===== src/rtl/packet_scheduler.sv =====
`timescale 1ns/1ps
// Data-island slot arbiter: picks audio, ACR, round-robin InfoFrame or null for each
// 32-cycle packet slot, with an ACR starvation guard and a sticky slot-overrun flag.
//
//  state | meaning
//  IDLE  | no slot in progress, next packet_enable is accepted
//  SLOT  | slot in progress, slot_cnt counts 0..31; packet_enable only accepted at 31
module packet_scheduler #(
    parameter int                  NUM_IF       = 3,
    parameter logic [8*NUM_IF-1:0] IF_TYPES     = 24'h838284,
    parameter int                  STARVE_LIMIT = 4
) (
    input  logic              clk_pixel,
    input  logic              reset_n,
    input  logic              video_field_end,
    input  logic              packet_enable,
    input  logic              audio_req,
    output logic              audio_ack,
    input  logic              acr_req,
    output logic              acr_ack,
    input  logic [NUM_IF-1:0] if_enable,
    output logic [NUM_IF-1:0] if_ack,
    output logic [7:0]        packet_type,
    output logic              field_done,
    output logic              slot_overrun
);

    localparam int PTR_W = (NUM_IF > 1) ? $clog2(NUM_IF) : 1;
    localparam int IDX_W = PTR_W + 1;
    localparam logic [7:0] TYPE_NULL  = 8'h00;
    localparam logic [7:0] TYPE_ACR   = 8'h01;
    localparam logic [7:0] TYPE_AUDIO = 8'h02;

    typedef enum logic {IDLE, SLOT} state_t;

    state_t            state;
    logic [4:0]        slot_cnt;
    logic [3:0]        starve_cnt;
    logic [NUM_IF-1:0] if_pending;
    logic [PTR_W-1:0]  rr_ptr;
    logic              field_seen;

    logic              accept;
    logic              overrun_hit;
    logic              starve_hit;
    logic              grant_acr;
    logic              grant_audio;
    logic              grant_if;
    logic              if_found;
    logic [PTR_W-1:0]  if_sel;
    logic [IDX_W-1:0]  idx;
    logic [PTR_W-1:0]  rr_next;
    logic [7:0]        if_type;

    assign accept      = packet_enable && ((state == IDLE) || (slot_cnt == 5'd31));
    assign overrun_hit = packet_enable && !accept;

    // Round-robin search over pending InfoFrames, starting at rr_ptr.
    always_comb begin
        if_found = 1'b0;
        if_sel   = '0;
        idx      = '0;
        for (int k = 0; k < NUM_IF; k++) begin
            idx = IDX_W'(rr_ptr) + IDX_W'(k);
            if (idx >= IDX_W'(NUM_IF)) begin
                idx = idx - IDX_W'(NUM_IF);
            end
            if (!if_found && if_pending[idx[PTR_W-1:0]]) begin
                if_found = 1'b1;
                if_sel   = idx[PTR_W-1:0];
            end
        end
    end

    assign starve_hit  = acr_req && (starve_cnt == 4'(STARVE_LIMIT));
    assign grant_acr   = starve_hit || (!audio_req && acr_req);
    assign grant_audio = audio_req && !starve_hit;
    assign grant_if    = !audio_req && !acr_req && if_found;
    assign rr_next     = (if_sel == PTR_W'(NUM_IF - 1)) ? '0 : if_sel + 1'b1;
    assign if_type     = IF_TYPES[{if_sel, 3'b000} +: 8];

    // Stays low after reset until the first field has loaded the pending mask.
    assign field_done = field_seen && (if_pending == '0);

    always_ff @(posedge clk_pixel or negedge reset_n) begin
        if (!reset_n) begin
            state        <= IDLE;
            slot_cnt     <= '0;
            starve_cnt   <= '0;
            if_pending   <= '0;
            rr_ptr       <= '0;
            field_seen   <= 1'b0;
            packet_type  <= TYPE_NULL;
            audio_ack    <= 1'b0;
            acr_ack      <= 1'b0;
            if_ack       <= '0;
            slot_overrun <= 1'b0;
        end else begin
            audio_ack <= 1'b0;
            acr_ack   <= 1'b0;
            if_ack    <= '0;

            if (overrun_hit) begin
                slot_overrun <= 1'b1;
            end

            case (state)
                IDLE: begin
                    if (accept) begin
                        state    <= SLOT;
                        slot_cnt <= '0;
                    end
                end
                SLOT: begin
                    if (accept) begin
                        slot_cnt <= '0;
                    end else if (slot_cnt == 5'd31) begin
                        state    <= IDLE;
                        slot_cnt <= '0;
                    end else begin
                        slot_cnt <= slot_cnt + 5'd1;
                    end
                end
                default: begin
                    state    <= IDLE;
                    slot_cnt <= '0;
                end
            endcase

            if (accept) begin
                if (grant_acr) begin
                    packet_type <= TYPE_ACR;
                    acr_ack     <= 1'b1;
                end else if (grant_audio) begin
                    packet_type <= TYPE_AUDIO;
                    audio_ack   <= 1'b1;
                end else if (grant_if) begin
                    packet_type <= if_type;
                    if_ack      <= NUM_IF'(1) << if_sel;
                    rr_ptr      <= rr_next;
                end else begin
                    packet_type <= TYPE_NULL;
                end
            end

            if (!acr_req) begin
                starve_cnt <= '0;
            end else if (accept) begin
                if (grant_acr) begin
                    starve_cnt <= '0;
                end else if (grant_audio && (starve_cnt != 4'hf)) begin
                    starve_cnt <= starve_cnt + 4'd1;
                end
            end

            // A new field reloads the mask even if the same InfoFrame is granted now.
            if (video_field_end) begin
                if_pending <= if_enable;
                field_seen <= 1'b1;
            end else if (accept && grant_if) begin
                if_pending[if_sel] <= 1'b0;
            end
        end
    end

endmodule


===== config.mk =====
export PLATFORM = sky130hd
export DESIGN_NAME = packet_scheduler
export DESIGN_NICKNAME = d
export VERILOG_FILES = /design/src/rtl/packet_scheduler.sv
export SDC_FILE = /design/constraint.sdc
export NUM_CORES = 1
export LEC_CHECK = 0
export ABC_CLOCK_PERIOD_IN_PS = 3100
export BUFFER_PORTS_ARGS = -buffer_cell sky130_fd_sc_hd__buf_4
export CORE_MARGIN = 2
export CORE_UTILIZATION = 55
export DETAILED_ROUTE_END_ITERATION = 10
export GPL_ROUTABILITY_DRIVEN = 0
export PLACE_DENSITY = 0.79
export RECOVER_POWER = 25
export SYNTH_ARGS = -nofsm -noshare
export SYNTH_HDL_FRONTEND = slang
export SYNTH_SLANG_ARGS = --single-unit

===== constraint.sdc =====
create_clock -name clk_pixel -period 3.1 [get_ports clk_pixel]
set_input_delay 0.31 -clock clk_pixel [delete_from_list [all_inputs] [get_ports clk_pixel]]
set_output_delay 0.31 -clock clk_pixel [all_outputs]
set_load 0.05 [all_outputs]

==> results of run 1 <==
==> final timing paths <==
check                                             end  cells past startpoint  slack, ns
setup / recovery           packet_type[1]$_DFFE_PN0P_                      8       0.54
hold / removal                        state$_DFF_PN0_                      3       0.22
max in group asynchronous         audio_ack$_DFF_PN0_                      2       1.50
setup reg to reg           packet_type[1]$_DFFE_PN0P_                      8       0.54
min in group asynchronous     slot_cnt[1]$_DFFE_PN0P_                      2       0.82
hold reg to reg                field_seen$_DFFE_PN0P_                      1       0.47
==> through the flow <==
stage | utilization (%) | power (mW)
4_1_cts | 67.0 | 1.01
3_5_place_dp | 65.1 | 0.842
2_1_floorplan | - | 0.737
3_3_place_gp | 65.1 | 0.827
6_report | 66.8 | 0.996
5_1_grt | 66.8 | 1.07
==> layout make-up <==
| cell class | instances | area (um^2) |
|---|---|---|
| Inverter | 10 | 37.5 |
| Tap cell | 30 | 37.5 |
| Multi-Input combinational cell | 102 | 774 |
| Clock buffer | 4 | 36.3 |
| Sequential cell | 26 | 651 |
| Timing Repair Buffer | 20 | 149 |
| Fill cell | 197 | 837 |
==> kinds of logic after synthesis <==
logic type	count (synthesis)	share of synthesized area, %
simple gates	45	17.2
xor+xnor	1	0.590
buf+inv	15	4.80
mux	7	5.39
other cells	1	0.252
flops	26	43.8
compound gates	33	17.9
fa+ha+maj	12	10.1
==> layout by cell type, fill, tap and decap left out, types with 3 or more instances in the layout <==
master,synthesis,layout
dfrtp_1,26,26
buf_4,4,18
ha_1,12,12
nand2_1,10,10
inv_1,9,9
nor2b_1,5,5
a21oi_1,5,5
mux2i_1,5,5
nand3_1,5,5
o21ai_0,5,5
or2_2,4,4
a22o_1,4,4
conb_1,1,4
nand3b_1,3,3
nand2b_1,3,3
and2_2,3,3
nor2_1,3,3
a41oi_1,3,3
clkbuf_4,0,3
==> state kept, by name, indices dropped and copies added (netlist names) <==
register      count
if_ack            3
field_seen        1
packet_type       4
if_pending        3
audio_ack         1
starve_cnt        4
slot_overrun      1
acr_ack           1
rr_ptr            2
state             1
slot_cnt          5
==> critical path, delay by kind of cell, from the launching register on <==
family                     cells  cell delay [ns]
and+or+nand+nor                2             0.23
buffers and inverters          1             0.08
adders and majority gates      2             0.68
DFF                            1             0.42
AOI/OAI and AO/OA              3             1.04
==> metal layers <==
| layer | part of all wire, % | routed length (um) |
|---|---|---|
| met1 | 41 | 1130 |
| met3 | 3.8 | 105 |
| met5 | 0 | 0 |
| met4 | 1.7 | 46 |
| met2 | 53 | 1470 |
==> report_power, final <==
| group | leakage (nW) | total, mW | internal, mW | switching [mW] |
|---|---|---|---|---|
| Clock | 0.0210 | 0.163 | 0.0716 | 0.0910 |
| Sequential | 0.327 | 0.454 | 0.404 | 0.0502 |
| Combinational | 0.423 | 0.380 | 0.151 | 0.229 |
==> summary.txt, run 1 <==
Run status
  • Status: finished clean

Floorplan
  • Die W: 56.0 um
  • Die area: about 3100 um^2
  • Starting Density: between 50% and 60%
  • FP Rows: 18
  • Die Ht: about 56 um
  • Area of the core: 2520 um^2
  • Num ports: 24

CTS
  • # H-tree levels: 1
  • Root Driver: clkbuf_4
  • CTS tree: yes
  • Clk Latency, worst-skew pair: roughly 0.3 ns
  • Clk pin slew, worst setup/hold paths: ~0.13 ns
  • CTS Hold Bufs: 1
  • Clock sinks: 26
  • Num CTS Buffers: 3
  • Post-cts sizing count: 0
  • Setup bufs post-CTS: 0
  • CTS Buffer Depth: 2

Synthesis
  • Ys async rst share: 100%
  • EDFF count, synth: 0
  • Top cells by area, synth: dfrtp_1 (44%), ha_1 (10%), mux2i_1 (3.4%), nand2_1 (2.5%), a22o_1 (2.4%)
  • Sequential share of the synthesized area: 43.8%
  • Commonest cells post-synth: dfrtp_1 (26), ha_1 (12), nand2_1 (10), inv_1 (9)
  • Mean Syn Cell Area: between 10 and 15 um^2
  • Cells after Synth: 140
  • Yosys warning count: 0
  • Yosys top cell by area: dfrtp_1
  • Mapped Area: around 1500 um^2
  • Library cells used by synthesis: 42
  • Yosys reg bits: 26
  • Top-count cell post-synth: dfrtp_1
  • Main synth FF type: dfrtp_1
  • Post-synth top area share: between 40% and 50%

Critical path
  • Worst path max stage delay: 0.42 ns
  • WS Path Type: reg2reg
  • Crit path launch type: flip-flop
  • CP max-delay cell: dfrtp_1
  • CP Data Required Time: 3.30 ns
  • Crit-path most repeated cell: ha_1
  • Beginning of the critical path: rr_ptr[0]$_DFFE_PN0P_
  • Worst Path Arrival: 2.77 ns
  • Crit. End Element: flip-flop
  • CP Max Fanout: 6
  • Worst-path cell chain: inv_1, ha_1, nor2b_1, o21ai_1, nand3_1, o221a_2, ha_1, a221o_2
  • RR Startpoint: rr_ptr[0]$_DFFE_PN0P_

STA
  • Hold slack: between 0.2 and 0.25 ns
  • Setup TNS: 0 ns
  • Max-Slew Margin vs Limit: approximately a tenth
  • Worst slew pin tran: about 1.3 ns
  • Final worst clock skew: 0.00166 ns
  • Final setup viols: 0
  • Worst Setup Slack, final: 0.540 ns
  • Hold Vio Cnt, Final: 0
  • Fmax: 391 MHz
  • Fin crit share: around 83%
  • Unrepaired setup endpoints after global routing: no
  • Fin. max-slew vios: 0
  • Fin crit period: 2.56 ns

Routing
  • Antenna Violating Nets Remaining: 0
  • DR pass1 iterations: 4
  • Number of vias in the routed layout: between 1000 and 1500
  • Total wire length: ~2.8 mm
  • Vias per cell: 5.91
  • Routed WL per cell: 14.4 um
  • DRC: 0
  • DRT iter0 DRCs: 32

Run
  • Max Cap Viol: 0

Global routing
  • Met1 GRT Util: 23.5%
  • Vias in the first global route: 1153
  • Pin count of the biggest net entering global routing: 27
  • Total global routing overflow: 0
  • First-pass GRT wire length: 4.91 mm
  • GRT Total Usage: 19.3%
  • Grt peak-use layer: met2
  • Initial antenna violation count: 0
  • Met3 Usage GRT: 1.86%
  • Met2 Use GR: between 30 and 40%

Placement
  • Worst slack at placement: roughly 0.57 ns
  • Port Buffers: 19
  • Post-DP HPWL: 2.18 mm
  • Placed Cells: 187
  • Placed cell areas: 1640 um^2

Finish
  • Design area: 1690 um^2
  • Area Overhead vs Synth: 13.5%
  • # diodes: 0
  • Share of cells above drive strength 1: 24.1%
  • Fin cells: 192
  • Fin nets: 184

Power and ir drop
  • Maximum vdd drop: approximately 0.00047 V
  • Power Density: about 590 nW/um^2
  • Static leakage: around 0.77 nW

Hold path
  • Hold Crit Start: packet_enable
  • Hold Crit Class: in2reg
Note: power is estimated with default switching activity, not from simulation.
==> run 2, diff against run 1 <==
Settings changed: ABC_AREA set to 1, ABC_CLOCK_PERIOD_IN_PS 3100 to 2400.
Clock period 3.1 ns to 2.4 ns, I/O delays scaled along.
==> summary.txt, run 2 <==
Critical path
  • Crit-path most repeated cell: nand2_1
  • CP max-delay cell: dfrtp_1
  • Worst Path Arrival: 2.50 ns
  • FF-to-FF path depth: 15
  • Crit path launch type: flip-flop
  • WS Path Type: reg2reg
  • Critical path depth in cells: 15
  • Crit. End Element: flip-flop
  • Worst-path cell chain: inv_1, ha_4, inv_2, nand3_1, nand2_1, nor2_2, nand2_1, nor2_2, nand2_1, nand2_2, inv_1, ha_1, o31ai_1, nand2_1, nand2_1
  • CP Max Fanout: 6
  • CP Buf/Inv Count: 3
  • R2r endpoint: if_pending[2]$_DFFE_PN0P_
  • CP endpoint: if_pending[2]$_DFFE_PN0P_
  • R2R Setup Slk: approximately 0.17 ns
  • Beginning of the critical path: rr_ptr[0]$_DFFE_PN0P_
  • Worst path max stage delay: 0.43 ns
  • CP Data Required Time: between 2 and 3 ns
  • Top delay family on crit path: simple AND/OR/NAND/NOR gates
  • RR Startpoint: rr_ptr[0]$_DFFE_PN0P_

Finish
  • Share of cells above drive strength 1: 18.8%
  • Fin nets: 219
  • FILL cells: 222
  • Commonest non-fill, non-tap cell in the layout: nand2_1
  • Biggest regs: slot_cnt (5), packet_type (4), starve_cnt (4)
  • Reg with most FFs: slot_cnt
  • Final Util: 67.5%
  • Design area: 1670 um^2
  • Most frequent cells in the layout: nand2_1 (43), dfrtp_1 (25), inv_1 (21)
  • Area Overhead vs Synth: 15.9%
  • Number of flip-flops in the largest register: 5
  • # diodes: 0
  • Fin cells: about 230

Synthesis
  • Post-synth top area share: 45.1%
  • Largest family of logic cells by synthesized area: simple AND/OR/NAND/NOR gates
  • Top-count cell post-synth: nand2_1
  • Main synth FF type: dfrtp_1
  • Mapped Area: 1440 um^2
  • Cells after Synth: 175
  • Top cells by area, synth: dfrtp_1 (45%), nand2_1 (12%), ha_1 (10%), inv_1 (5.5%), nand3_1 (5.2%)
  • Yosys top cell by area: dfrtp_1
  • Sequential share of the synthesized area: roughly 45%
  • Yosys reg bits: 26
  • Area share of fa/ha/maj cells after synthesis: a little over a tenth
  • Ys async rst share: 100%
  • EDFF count, synth: 0
  • Synth Area in Compound Gates: 10.1%
  • Mean Syn Cell Area: 8.24 um^2
  • Multiplexer share of the synthesized area: 0%
  • Post-synthesis xor/xnor area fraction: 0%
  • Yosys warning count: 0
  • Simple-Gate Fraction of Synth Area: 25.0%
  • Commonest cells post-synth: nand2_1 (45), dfrtp_1 (26), inv_1 (21), nand3_1 (15), nor2_1 (14)
  • Library cells used by synthesis: 25

Floorplan
  • Die area: 3050 um^2
  • FP Rows: 18
  • Die W: roughly 55 um
  • Starting Density: around 58%
  • Num ports: 24
  • Die Ht: 55.2 um
  • Area of the core: around 2500 um^2

STA
  • Fin crit period: 2.23 ns
  • Hold slack: 0.138 ns
  • Fin. max-slew vios: 0
  • Hold Vio Cnt, Final: 0
  • Final worst clock skew: 0.00522 ns
  • Worst slew pin tran: 1.35 ns
  • Setup TNS: 0 ns
  • Max-Slew Margin vs Limit: a little under 10%
  • Fmax: 449 MHz
  • Fin crit share: around 93%
  • Final setup viols: 0

Placement
  • Port Buffers: 19
  • Placed cell areas: 1590 um^2
  • Post-DP HPWL: 2.07 mm
  • Placed Cells: 221

Routing
  • DR pass1 iterations: 4
  • Routed WL per cell: about 12 um
  • Antenna Violating Nets Remaining: 0
  • DRC: 0
  • Total wire length: 2.83 mm
  • Number of vias in the routed layout: 1193
  • Vias per cell: 5.26
  • DRT iter0 DRCs: 44

Global routing
  • Initial antenna violation count: 0
  • Pin count of the biggest net entering global routing: 27
  • GRT Total Usage: a little under a fifth
  • Total global routing overflow: 0
  • Vias in the first global route: 1130
  • First-pass GRT wire length: 4.70 mm

CTS
  • CTS Buffer Depth: 2
  • Root Driver: clkbuf_4
  • Clk Latency, worst-skew pair: roughly 0.32 ns
  • CTS tree: yes
  • Clock sinks: 26
  • Clk pin slew, worst setup/hold paths: 0.14 ns
  • Num CTS Buffers: 3
  • # H-tree levels: 1

Run status
  • Status: finished clean

Power and ir drop
  • Maximum vdd drop: 0.000581 V
  • Static leakage: 0.855 nW
  • Power Density: 1030 nW/um^2

Hold path
  • Hold Crit Class: in2reg

Run
  • Max Cap Viol: 0
-- run 2: cell types whose count changed after synthesis, moves of 4 or more --
cell / before / now
nand3_1: 5 / 15
a22o_1: 4 / 0
nor2b_1: 5 / 0
nor2_1: 3 / 14
inv_1: 9 / 21
nand2_1: 10 / 45
mux2i_1: 5 / 0
or2_2: 4 / 0
-- run 2: per-stage QoR --
stage          setup slack, ns  power, mW
2_1_floorplan            0.190       1.24
5_1_grt                -0.0472       1.86
3_5_place_dp             0.116       1.45
4_1_cts                 0.0342       1.67
3_3_place_gp             0.235       1.40
6_report                 0.172       1.73
-- run 2: cell type report --
| cell class | count | area, um^2 | area share [%] |
|---|---|---|---|
| clock buffer | 4 | 36.3 | 2.17 |
| inverter | 23 | 86.3 | 5.16 |
| multi-input combinational | 123 | 703 | 42.1 |
| sequential | 26 | 652 | 39.0 |
| tap | 30 | 37.5 | 2.25 |
| timing repair buffer | 21 | 156 | 9.36 |
-- run 2: worst min-delay path, cell delays in order --
cell and delay (ns):
buf_4 0.08, inv_1 0.05, nand2_1 0.06
-- run 2: layer usage --
metal	up-vias	share of wire, %	global-route usage [%]
li1	605	-	-
met1	550	45	25.2
met2	33	50	32.0
met3	5	3.8	2.34
met4	0	1.2	6.27
met5	-	0	0
-- run 2: report_power, final --
| group | internal, mW | switching [mW] | total, mW |
|---|---|---|---|
| clock network | 0.0928 | 0.129 | 0.222 |
| logic | 0.315 | 0.560 | 0.876 |
| registers | 0.544 | 0.0874 | 0.632 |
| total | 0.952 | 0.777 | 1.73 |
-- run 2: how the worst min path moves through the flow --
| stage | depth (start not counted) | to | from |
|---|---|---|---|
| after floorplan | 0 | acr_ack$_DFF_PN0_ | reset_n |
| after global placement | 1 | slot_cnt[2]$_DFFE_PN0P_ | reset_n |
| after detailed placement | 1 | slot_cnt[2]$_DFFE_PN0P_ | reset_n |
| after CTS | 3 | state$_DFF_PN0_ | packet_enable |
| after global routing | 3 | state$_DFF_PN0_ | packet_enable |
| final | 3 | state$_DFF_PN0_ | packet_enable |
-- run 2: cells by family (layout without fill, tap and decap cells) --
kind of cell / after synthesis / in the layout
compound gates: 24 / 24
fa+ha+maj: 12 / 12
buf+inv: 29 / 48
flops: 26 / 26
other cells: 1 / 4
simple gates: 83 / 83
-- run 2: timing repair --
item	4_1_cts	5_1_grt
setup endpoints to repair	0	4
buffers inserted	0	1
hold buffers	1	0
gates resized for setup	0	9
endpoints found under the hold margin	26	0
==> run 3, diff against run 2 <==
Settings changed: CORE_ASPECT_RATIO set to 1.4.
==> summary.txt, run 3 (synthesis results as in run 2) <==
Global routing
  • Pin count of the biggest net entering global routing: 27
  • Total global routing overflow: 0
  • First-pass GRT wire length: 4.99 mm
  • GRT Total Usage: ~22%
  • Vias in the first global route: 1148
  • Initial antenna violation count: 0

Routing
  • DRC: 0
  • DRT iter0 DRCs: 42
  • Number of vias in the routed layout: ~1200
  • Routed WL per cell: about 13 um
  • Total wire length: between 2 and 3 mm
  • DR pass1 iterations: 4
  • Vias per cell: around 5.3
  • Antenna Violating Nets Remaining: 0

Finish
  • Most frequent cells in the layout: nand2_1 (44), dfrtp_1 (25), inv_1 (20), buf_4 (20), nand3_1 (14)
  • Fin nets: 220
  • Reg with most FFs: slot_cnt
  • Number of flip-flops in the largest register: 5
  • Share of cells above drive strength 1: 19.2%
  • FILL cells: 219
  • Design area: 1700 um^2
  • Area Overhead vs Synth: 17.9%
  • Register area: 652 um^2
  • Commonest non-fill, non-tap cell in the layout: nand2_1
  • Biggest regs: slot_cnt (5), packet_type (4), starve_cnt (4)
  • Multi-input logic area: 701 um^2
  • # diodes: 0

STA
  • Hold slack: approximately 0.14 ns
  • Fin crit period: 2.28 ns
  • Hold Vio Cnt, Final: 0
  • Final setup viols: 0
  • Fin crit share: 95.2%
  • Worst slew pin tran: 1.36 ns
  • Fin. max-slew vios: 0
  • Final worst clock skew: 0.00354 ns
  • Max-Slew Margin vs Limit: 9.15%
  • Fmax: approximately 440 MHz

Critical path
  • Crit path launch type: flip-flop
  • CP Data Required Time: 2.68 ns
  • Crit. End Element: flip-flop
  • WS Path Type: reg2reg
  • CP Max Fanout: 6
  • Worst Path Arrival: 2.57 ns

Placement
  • Post-DP HPWL: 2.25 mm
  • Placed cell areas: 1600 um^2
  • Port Buffers: 19

CTS
  • Root Driver: clkbuf_4
  • Num CTS Buffers: 3
  • CTS tree: yes
  • CTS Buffer Depth: 2
  • Clk Latency, worst-skew pair: 0.33 ns
  • Clk pin slew, worst setup/hold paths: ~0.14 ns
  • Clock sinks: 26
  • # H-tree levels: 1

Run status
  • Status: finished clean

Floorplan
  • Die area: 3050 um^2
  • Num ports: 24
  • Die Ht: approximately 65 um
  • FP Rows: 22
  • Die W: between 40 and 50 um
  • Starting Density: 56.4%
  • Area of the core: 2560 um^2

Power and ir drop
  • Maximum vdd drop: 0.000508 V
  • Power Density: 1080 nW/um^2
  • Overall Power: 1.83 mW
  • Static leakage: 0.867 nW

Hold path
  • Hold Crit Class: in2reg

Run
  • Max Cap Viol: 0
run 3: changes by cell type in the layout (fill, tap and decap cells not counted):
cell / before / now
nand2_2: 3 / 2
clkbuf_8: 1 / 0
bufinv_16: 0 / 1
buf_4: 19 / 20
nand2_1: 43 / 44
inv_2: 2 / 3
inv_1: 21 / 20
run 3: metrics by stage:
stage / util, % / std cells / setup TNS (ns) / setup slack (ns)
after CTS: 65.2 / 233 / 0 / 0.000673
final: 66.4 / 234 / 0 / 0.116
after floorplan: - / 178 / 0 / 0.190
after global routing: 66.4 / 234 / -0.00161 / -0.00161
after global placement: 62.3 / 227 / 0 / 0.242
after detailed placement: 62.3 / 227 / 0 / 0.0129
run 3: cell type report:
| class | instances | share of cell area [%] |
|---|---|---|
| clock buffers | 3 | 1.32 |
| clock inverters | 1 | 1.77 |
| inverters | 23 | 5.08 |
| multi-input cells | 123 | 41.2 |
| flip-flops and latches | 26 | 38.3 |
| well taps | 36 | 2.65 |
| repair buffers | 22 | 9.64 |
run 3: path summary, 6_finish.rpt:
check | startpoint | endpoint | slack [ns] | cells after the start
max in group asynchronous | reset_n | rr_ptr[1]$_DFFE_PN0P_ | 0.79 | 2
worst min-delay path | packet_enable | state$_DFF_PN0_ | 0.14 | 3
worst min register to register | field_seen$_DFFE_PN0P_ | field_seen$_DFFE_PN0P_ | 0.47 | 2
worst max register to register | rr_ptr[0]$_DFFE_PN0P_ | if_pending[1]$_DFFE_PN0P_ | 0.12 | 15
min in group asynchronous | reset_n | slot_cnt[1]$_DFFE_PN0P_ | 0.73 | 2
worst max-delay path | rr_ptr[0]$_DFFE_PN0P_ | if_pending[1]$_DFFE_PN0P_ | 0.12 | 15
run 3: repair_timing:
action	in CTS	in global routing
setup buffers	1	1
hold buffers	1	0
setup endpoints to repair	3	4
hold endpoints to repair	26	0
gates resized for setup	1	8
pin swaps	0	0
run 3: metal layers:
| metal | vias up | GRT usage, % | wire [um] |
|---|---|---|---|
| li1 | 608 | - | - |
| met1 | 591 | 26.0 | 1180 |
| met2 | 40 | 37.5 | 1600 |
| met3 | 6 | 2.79 | 149 |
| met4 | 0 | 11.5 | 68 |
| met5 | - | 0 | 0 |
run 3: critical path, stage by stage (launching register included):
cell,delay [ns]
dfrtp_1,0.38
inv_1,0.09
ha_4,0.31
inv_2,0.05
nand3_1,0.08
nand2_1,0.10
nor2_2,0.17
nand2_1,0.08
nor2_2,0.12
nand2_1,0.09
nand2_2,0.09
inv_1,0.07
ha_1,0.22
o31ai_2,0.24
nand2_1,0.08
nand2_1,0.06
run 3: power by group:
| group | leakage, nW | switching [mW] | internal [mW] |
|---|---|---|---|
| Clock | 0.0279 | 0.133 | 0.169 |
| Combinational | 0.513 | 0.584 | 0.320 |
| Sequential | 0.326 | 0.0818 | 0.544 |
| Total | 0.867 | 0.799 | 1.03 |
